--- config.mk ---
export PLATFORM = sky130hd
export DESIGN_NAME = alu_arbiter_flat
export DESIGN_NICKNAME = d
export VERILOG_FILES = /design/src/rtl/alu_arbiter_if.sv /design/src/rtl/alu_arbiter.sv /design/src/flat_wrapper.sv
export SDC_FILE = /design/constraint.sdc
export NUM_CORES = 1
export LEC_CHECK = 0
export ABC_CLOCK_PERIOD_IN_PS = 3300
export CAP_MARGIN = 20
export CORE_MARGIN = 2
export CORE_UTILIZATION = 46
export CTS_CLUSTER_SIZE = 8
export DETAILED_ROUTE_END_ITERATION = 10
export HOLD_SLACK_MARGIN = 0.15
export MAX_ROUTING_LAYER = met4
export PLACE_DENSITY_LB_ADDON = 0.12
export SETUP_SLACK_MARGIN = 0.1
export SLEW_MARGIN = 5
export SYNTH_ARGS = -nofsm -noshare
export SYNTH_HDL_FRONTEND = slang
export SYNTH_SLANG_ARGS = --single-unit
--- constraint.sdc ---
create_clock -name clk -period 3.3 [get_ports clk]
set_clock_uncertainty 0.1 [all_clocks]
set_input_delay 0.66 -clock clk [delete_from_list [all_inputs] [get_ports clk]]
set_output_delay 0.66 -clock clk [all_outputs]
set_load 0.03 [all_outputs]
--- src/rtl/alu_arbiter_if.sv ---
// alu_arbiter_if: requester-side bundle (two request ports plus shared result return).
// Latency: none, wires only.
// Backpressure: req is held by the requester until it sees its gnt pulse.
interface alu_arbiter_if #(
   parameter int WIDTH  = 16,
   parameter int CTRL_W = 4
);
   logic [1:0]        req;
   logic [CTRL_W-1:0] op0;
   logic [CTRL_W-1:0] op1;
   logic [WIDTH-1:0]  a0;
   logic [WIDTH-1:0]  a1;
   logic [WIDTH-1:0]  b0;
   logic [WIDTH-1:0]  b1;
   logic [1:0]        gnt;
   logic [1:0]        done;
   logic [WIDTH-1:0]  result;
   logic              ovf;
   logic              err;

   // Arbiter side
   modport slave (
      input  req, op0, op1, a0, a1, b0, b1,
      output gnt, done, result, ovf, err
   );

   // Requester side
   modport master (
      output req, op0, op1, a0, a1, b0, b1,
      input  gnt, done, result, ovf, err
   );
endinterface

--- src/rtl/alu_arbiter.sv ---
// alu_arbiter: round-robin share of one ALU between two requesters; optional op legality check via ALU_ARB_OPCHECK_EN.
// Latency: gnt one cycle after req is sampled, done ALU_LAT+1 cycles after gnt; one op per ALU_LAT+2 cycles.
// Backpressure: no arbitration in BUSY/DONE; pending req waits (never lost) until the FSM is back in IDLE.
module alu_arbiter #(
   parameter int WIDTH   = 16,
   parameter int CTRL_W  = 4,
   parameter int ALU_LAT = 1
) (
   input  logic              clk,
   input  logic              rst_n,
   alu_arbiter_if.slave      rq,
   output logic [WIDTH-1:0]  alu_a,
   output logic [WIDTH-1:0]  alu_b,
   output logic [CTRL_W-1:0] alu_ctrl,
   input  logic [WIDTH-1:0]  alu_wd,
   input  logic              alu_ovf
);

   typedef enum logic [1:0] {IDLE, BUSY, DONE} state_t;

   localparam logic [3:0] LAT_CNT = 4'(ALU_LAT);

   state_t            state_q, state_d;
   logic [1:0]        gnt_q, gnt_d;
   logic [1:0]        done_q, done_d;
   logic              win_q, win_d;
   logic              rr_q, rr_d;
   logic [3:0]        cnt_q, cnt_d;
   logic [WIDTH-1:0]  a_q, a_d;
   logic [WIDTH-1:0]  b_q, b_d;
   logic [CTRL_W-1:0] ctrl_q, ctrl_d;
   logic [WIDTH-1:0]  wd_q, wd_d;       // ALU result captured at end of BUSY
   logic              ovfp_q, ovfp_d;   // ALU overflow captured with wd_q
   logic [WIDTH-1:0]  result_q, result_d;
   logic              ovf_q, ovf_d;

   logic              win_sel;
   logic [CTRL_W-1:0] sel_op;
   logic [WIDTH-1:0]  sel_a;
   logic [WIDTH-1:0]  sel_b;

`ifdef ALU_ARB_OPCHECK_EN
   logic              illg_q, illg_d;   // latched op is not a supported ALU code
   logic              err_q, err_d;

   function automatic logic op_legal(input logic [CTRL_W-1:0] op);
      logic ok;
      ok = 1'b0;
      if (op == CTRL_W'(4'b0000) || op == CTRL_W'(4'b0001) ||
          op == CTRL_W'(4'b0010) || op == CTRL_W'(4'b0110) ||
          op == CTRL_W'(4'b0111) || op == CTRL_W'(4'b1100))
         ok = 1'b1;
      return ok;
   endfunction
`endif

   // Winner pick: a lone requester wins, contention goes to rr pointer
   always_comb begin
      unique case (rq.req)
         2'b01:   win_sel = 1'b0;
         2'b10:   win_sel = 1'b1;
         2'b11:   win_sel = rr_q;
         default: win_sel = 1'b0;
      endcase
   end

   assign sel_op = win_sel ? rq.op1 : rq.op0;
   assign sel_a  = win_sel ? rq.a1  : rq.a0;
   assign sel_b  = win_sel ? rq.b1  : rq.b0;

   // FSM next state: arbitrate in IDLE, count ALU latency in BUSY, pulse done in DONE
   always_comb begin
      state_d  = state_q;
      gnt_d    = 2'b00;
      done_d   = 2'b00;
      win_d    = win_q;
      rr_d     = rr_q;
      cnt_d    = cnt_q;
      a_d      = a_q;
      b_d      = b_q;
      ctrl_d   = ctrl_q;
      wd_d     = wd_q;
      ovfp_d   = ovfp_q;
      result_d = result_q;
      ovf_d    = ovf_q;
`ifdef ALU_ARB_OPCHECK_EN
      illg_d   = illg_q;
      err_d    = err_q;
`endif
      unique case (state_q)
         IDLE: begin
            if (rq.req != 2'b00) begin
               gnt_d[win_sel] = 1'b1;
               win_d          = win_sel;
               rr_d           = ~win_sel;
               a_d            = sel_a;
               b_d            = sel_b;
`ifdef ALU_ARB_OPCHECK_EN
               // Illegal codes never reach the ALU; it sees a harmless AND
               illg_d         = ~op_legal(sel_op);
               ctrl_d         = op_legal(sel_op) ? sel_op : '0;
`else
               ctrl_d         = sel_op;
`endif
               cnt_d          = LAT_CNT;
               state_d        = BUSY;
            end
         end
         BUSY: begin
            cnt_d = cnt_q - 4'd1;
            if (cnt_q == 4'd1) begin
`ifdef ALU_ARB_OPCHECK_EN
               wd_d   = illg_q ? '0   : alu_wd;
               ovfp_d = illg_q ? 1'b0 : alu_ovf;
`else
               wd_d   = alu_wd;
               ovfp_d = alu_ovf;
`endif
               state_d = DONE;
            end
         end
         DONE: begin
            // result/ovf/err only change together with the done pulse
            done_d[win_q] = 1'b1;
            result_d      = wd_q;
            ovf_d         = ovfp_q;
`ifdef ALU_ARB_OPCHECK_EN
            err_d         = illg_q;
`endif
            state_d       = IDLE;
         end
         default: state_d = IDLE;
      endcase
   end

   // State and registered outputs; reset discards any in-flight op
   always_ff @(posedge clk or negedge rst_n) begin
      if (!rst_n) begin
         state_q  <= IDLE;
         gnt_q    <= 2'b00;
         done_q   <= 2'b00;
         win_q    <= 1'b0;
         rr_q     <= 1'b0;
         cnt_q    <= 4'd0;
         a_q      <= '0;
         b_q      <= '0;
         ctrl_q   <= '0;
         wd_q     <= '0;
         ovfp_q   <= 1'b0;
         result_q <= '0;
         ovf_q    <= 1'b0;
`ifdef ALU_ARB_OPCHECK_EN
         illg_q   <= 1'b0;
         err_q    <= 1'b0;
`endif
      end else begin
         state_q  <= state_d;
         gnt_q    <= gnt_d;
         done_q   <= done_d;
         win_q    <= win_d;
         rr_q     <= rr_d;
         cnt_q    <= cnt_d;
         a_q      <= a_d;
         b_q      <= b_d;
         ctrl_q   <= ctrl_d;
         wd_q     <= wd_d;
         ovfp_q   <= ovfp_d;
         result_q <= result_d;
         ovf_q    <= ovf_d;
`ifdef ALU_ARB_OPCHECK_EN
         illg_q   <= illg_d;
         err_q    <= err_d;
`endif
      end
   end

   assign rq.gnt    = gnt_q;
   assign rq.done   = done_q;
   assign rq.result = result_q;
   assign rq.ovf    = ovf_q;
`ifdef ALU_ARB_OPCHECK_EN
   assign rq.err    = err_q;
`else
   assign rq.err    = 1'b0;
`endif
   assign alu_a     = a_q;
   assign alu_b     = b_q;
   assign alu_ctrl  = ctrl_q;

endmodule

--- src/flat_wrapper.sv ---
// flat-port wrapper written by rule: the top's interface ports become plain ports
module alu_arbiter_flat 
#(
   parameter int WIDTH   = 16,
   parameter int CTRL_W  = 4,
   parameter int ALU_LAT = 1
)
  (clk, rst_n, alu_a, alu_b, alu_ctrl, alu_wd, alu_ovf, rq_req, rq_op0, rq_op1, rq_a0, rq_a1, rq_b0, rq_b1, rq_gnt, rq_done, rq_result, rq_ovf, rq_err);
  alu_arbiter_if #(.WIDTH(WIDTH), .CTRL_W(CTRL_W)) rq_i ();
  input  logic clk;
  input  logic rst_n;
  output logic [WIDTH-1:0] alu_a;
  output logic [WIDTH-1:0] alu_b;
  output logic [CTRL_W-1:0] alu_ctrl;
  input  logic [WIDTH-1:0] alu_wd;
  input  logic alu_ovf;
  input wire logic [$bits(rq_i.req)-1:0] rq_req;
  input wire logic [$bits(rq_i.op0)-1:0] rq_op0;
  input wire logic [$bits(rq_i.op1)-1:0] rq_op1;
  input wire logic [$bits(rq_i.a0)-1:0] rq_a0;
  input wire logic [$bits(rq_i.a1)-1:0] rq_a1;
  input wire logic [$bits(rq_i.b0)-1:0] rq_b0;
  input wire logic [$bits(rq_i.b1)-1:0] rq_b1;
  output wire logic [$bits(rq_i.gnt)-1:0] rq_gnt;
  output wire logic [$bits(rq_i.done)-1:0] rq_done;
  output wire logic [$bits(rq_i.result)-1:0] rq_result;
  output wire logic [$bits(rq_i.ovf)-1:0] rq_ovf;
  output wire logic [$bits(rq_i.err)-1:0] rq_err;
  assign rq_i.req = rq_req;
  assign rq_i.op0 = rq_op0;
  assign rq_i.op1 = rq_op1;
  assign rq_i.a0 = rq_a0;
  assign rq_i.a1 = rq_a1;
  assign rq_i.b0 = rq_b0;
  assign rq_i.b1 = rq_b1;
  assign rq_gnt = rq_i.gnt;
  assign rq_done = rq_i.done;
  assign rq_result = rq_i.result;
  assign rq_ovf = rq_i.ovf;
  assign rq_err = rq_i.err;
  alu_arbiter #(.WIDTH(WIDTH), .CTRL_W(CTRL_W), .ALU_LAT(ALU_LAT)) u_core (.clk(clk), .rst_n(rst_n), .rq(rq_i), .alu_a(alu_a), .alu_b(alu_b), .alu_ctrl(alu_ctrl), .alu_wd(alu_wd), .alu_ovf(alu_ovf));
endmodule
==> impl_metrics.yaml <==
global_routing:
  grt_max_degree: 83
  antenna_found_initial: 0
  global_route_wire_length_before_repair_mm: 14.90
  first_global_vias: 2996
  track_usage: 0.2246
  grt_overflow: 0
placed_design:
  post-place-ws_ns: 0.7303
  globalplace.congestion: 0.8056
  port-buffer-count: 149
  dpl.hpwl_mm: 6.153
yosys:
  yosysMostFrequentCell: "sky130_fd_sc_hd__dfrtp_1"
  synthTopCellsByCount: "sky130_fd_sc_hd__dfrtp_1 (82), sky130_fd_sc_hd__o21ai_0 (31), sky130_fd_sc_hd__a21oi_1 (30), sky130_fd_sc_hd__a31oi_1 (29), sky130_fd_sc_hd__nand3_1 (29)"
  async_reset_ff_frac: 1.000
  avgSynthCellArea_um2: 11.55
  synth_cell_types: 36
  ys.warnings.count: 0
  synth_largest_type_area_fraction: 0.5659
  synth.area.top_cells: "sky130_fd_sc_hd__dfrtp_1 (57%), sky130_fd_sc_hd__mux2_2 (7.8%), sky130_fd_sc_hd__a31oi_1 (5.0%)"
  synth_top_area_cell: "sky130_fd_sc_hd__dfrtp_1"
  synth_edf_count: 0
  syn_nets: 409
  postSynthCellCount: 314
  fraction_of_the_yosys_area_taken_by_sequential_cells: 0.5659
  synth-main-ff-cell: "sky130_fd_sc_hd__dfrtp_1"
  synth_area_mm2: 0.003626
  ys_seq_elements: 82
clocking:
  postCtsResizedCells: 0
  tritoncts_clock_tree: "done"
  clk_path_buf_depth: 2
  cts-buffers-inserted: 9
  buffer_cell_driving_the_clock_tree_root: "sky130_fd_sc_hd__clkbuf_8"
  worst_skew_pair.late_latency_ns: 0.34
  ctsHtreeMaxLevel: 3
  total_number_of_clock_tree_sinks: 82
  cts.reportedPaths.clkPinSlew_ns: 0.09
cells_and_area:
  antenna_cell_count: 0
  final_stage_net_count: 548
  synthToLayoutAreaGrowth_pct: 48.27
  n_fill_cell: 605
  finalCoreUtilization: 0.6994
  drive_above_1_share: 0.1441
pwr:
  p_leak_nw: 2.213
  peakVddDrop_mv: 0.4259
  power.density_mw_per_mm2: 998.2
sta:
  worst_pin_slew_ns: 0.9446
  fmax_mhz: 450.4
  finalSetupViolCount: 0
  maxSlewViolCount: 0
  whs_ns: 0.3649
  rsz_0062_raised_after_global_routing: "no"
  final_hold_fails: 0
  crit_path_time_final_ns: 2.220
  post-route-period-util: 0.6728
  fin_worst_setup_slack_ns: 1.080
  slew-limit-headroom: 0.3703
  final_layout_setup_total_negative_slack_ns: 0
floorplanning:
  starting_density_of_the_core: 0.4717
  top_level_ports: 151
  rows: 32
  die_w_um: 92.79
  coreArea_mm2: 0.007687
  floorplan.die_area_mm2: 0.008609
  die_y_um: 92.79
route:
  vias: 3048
  first_iter_violations: 216
  final_antenna_net_count: 0
  postRouteWirelength_mm: 9.192
  detail_route.drc_violations: 0
  detail_routed_via_count_per_cell: 5.443
  detail_routed_net_length_per_standard_cell_um: 16.41
  detailedRoute.firstPassIterationCount: 5
worst_setup_path:
  critical_path_peak_fanout: 32
  worstPathRequired_ns: 3.48
  critPathKind: "in2reg"
  end_kind: "flop"
  arr_time_crit_path_ns: 2.40
  crit_buf_inv: 3
  worst_path_largest_cell_delay_ns: 0.47
  critical_path.slowest_cell: "sky130_fd_sc_hd__clkdlybuf4s50_1"
  cell_type_group_with_the_largest_total_delay_on_the_critical_path: "buffers and inverters"
  crit_path_cell_trace: "clkdlybuf4s50_1 -> buf_4 -> inv_2 -> nor3_4 -> a221o_1"
  startpoint_type: "input pin"
run:
  cap_viol_max_count: 0
status:
  run_status: "complete, no violations"
worst_hold_path:
  hold_path.class: "reg2reg"
-- placed cells by master, fill, tap and decap left out, types with 3 or more instances in the layout --
master / netlist / layout
sky130_fd_sc_hd__nor2_1: 7 / 5
sky130_fd_sc_hd__a31oi_1: 29 / 29
sky130_fd_sc_hd__o21ai_0: 31 / 31
sky130_fd_sc_hd__nand3_1: 29 / 29
sky130_fd_sc_hd__inv_1: 4 / 4
sky130_fd_sc_hd__clkbuf_8: 0 / 10
sky130_fd_sc_hd__nand2b_1: 3 / 3
sky130_fd_sc_hd__dfrtp_1: 82 / 82
sky130_fd_sc_hd__a221o_1: 7 / 7
sky130_fd_sc_hd__clkdlybuf4s50_1: 0 / 148
sky130_fd_sc_hd__mux2_4: 9 / 9
sky130_fd_sc_hd__mux2_2: 25 / 25
sky130_fd_sc_hd__a21oi_1: 30 / 30
sky130_fd_sc_hd__a21boi_0: 7 / 7
sky130_fd_sc_hd__buf_4: 4 / 6
-- flip-flops by register name, indices dropped and copies added, names as in the netlist, 2 cells and up --
name	count
u_core.rq.result	16
u_core.cnt_q	4
u_core.rq.done	2
u_core.alu_b	16
u_core.wd_q	16
u_core.alu_ctrl	4
u_core.rq.gnt	2
u_core.state_q	2
u_core.alu_a	16
-- cells by family after synthesis --
group           Yosys count  synth area share
other cells               1          0.001034
fa+ha+maj                 2          0.006900
simple gates             52           0.08283
flops                    82            0.5659
buf+inv                  33           0.04831
mux                      35            0.1177
compound gates          109            0.1774
-- routing by layer --
| layer | GRT usage | wire length [µm] | up-vias |
|---|---|---|---|
| li1 | - | - | 1431 |
| met1 | 0.3086 | 4023 | 1468 |
| met2 | 0.3412 | 4363 | 141 |
| met3 | 0.04882 | 728 | 8 |
| met4 | 0.06127 | 76 | 0 |
| met5 | - | 0 | - |
-- path summary, 6_finish.rpt --
kind | startpoint | endpoint | slack, ns | cells past startpoint
setup / recovery | rq_req[1] | u_core.alu_a[15]$_DFFE_PN0P_ | 1.08 | 5
hold / removal | u_core.win_q$_DFFE_PN0P_ | u_core.rq.done[0]$_DFF_PN0_ | 0.36 | 1
setup reg to reg | u_core.state_q[1]$_DFFE_PN0P_ | u_core.alu_b[11]$_DFFE_PN0P_ | 1.38 | 4
hold reg to reg | u_core.win_q$_DFFE_PN0P_ | u_core.rq.done[0]$_DFF_PN0_ | 0.36 | 1
max in group asynchronous | rst_n | u_core.alu_a[4]$_DFFE_PN0P_ | 1.84 | 3
min in group asynchronous | rst_n | u_core.alu_b[4]$_DFFE_PN0P_ | 0.67 | 2
-- power breakdown --
| group | leakage (nW) | internal [mW] | switching, mW |
|---|---|---|---|
| clock network | 0.103 | 0.379 | 0.380 |
| logic | 1.15 | 1.29 | 1.52 |
| registers | 0.960 | 1.51 | 0.284 |
| total | 2.21 | 3.18 | 2.19 |
-- timing repair --
action / in CTS / in global routing
endpoints found under the hold margin: 0 / 21
buffers inserted: 0 / 0
hold buffers: 0 / 1
-- per-stage QoR --
stage	cells	power (mW)	area (µm²)
floorplan	314	3.560	3626
global placement	542	4.557	5129
detailed placement	542	4.635	5129
CTS	558	5.399	5339
global route	560	5.691	5376
finish	560	5.367	5376
-- cell type report --
type / count / area (µm²) / share of cell area
Inverter: 5 / 18.77 / 0.003491
Tap cell: 102 / 127.6 / 0.02374
Timing Repair Buffer: 156 / 1564 / 0.2909
Multi-Input combinational cell: 199 / 1404 / 0.2611
Sequential cell: 82 / 2052 / 0.3817
Clock buffer: 10 / 137.6 / 0.02560
Clock inverter: 6 / 72.57 / 0.01350
Power figures use the tool's default switching activity.
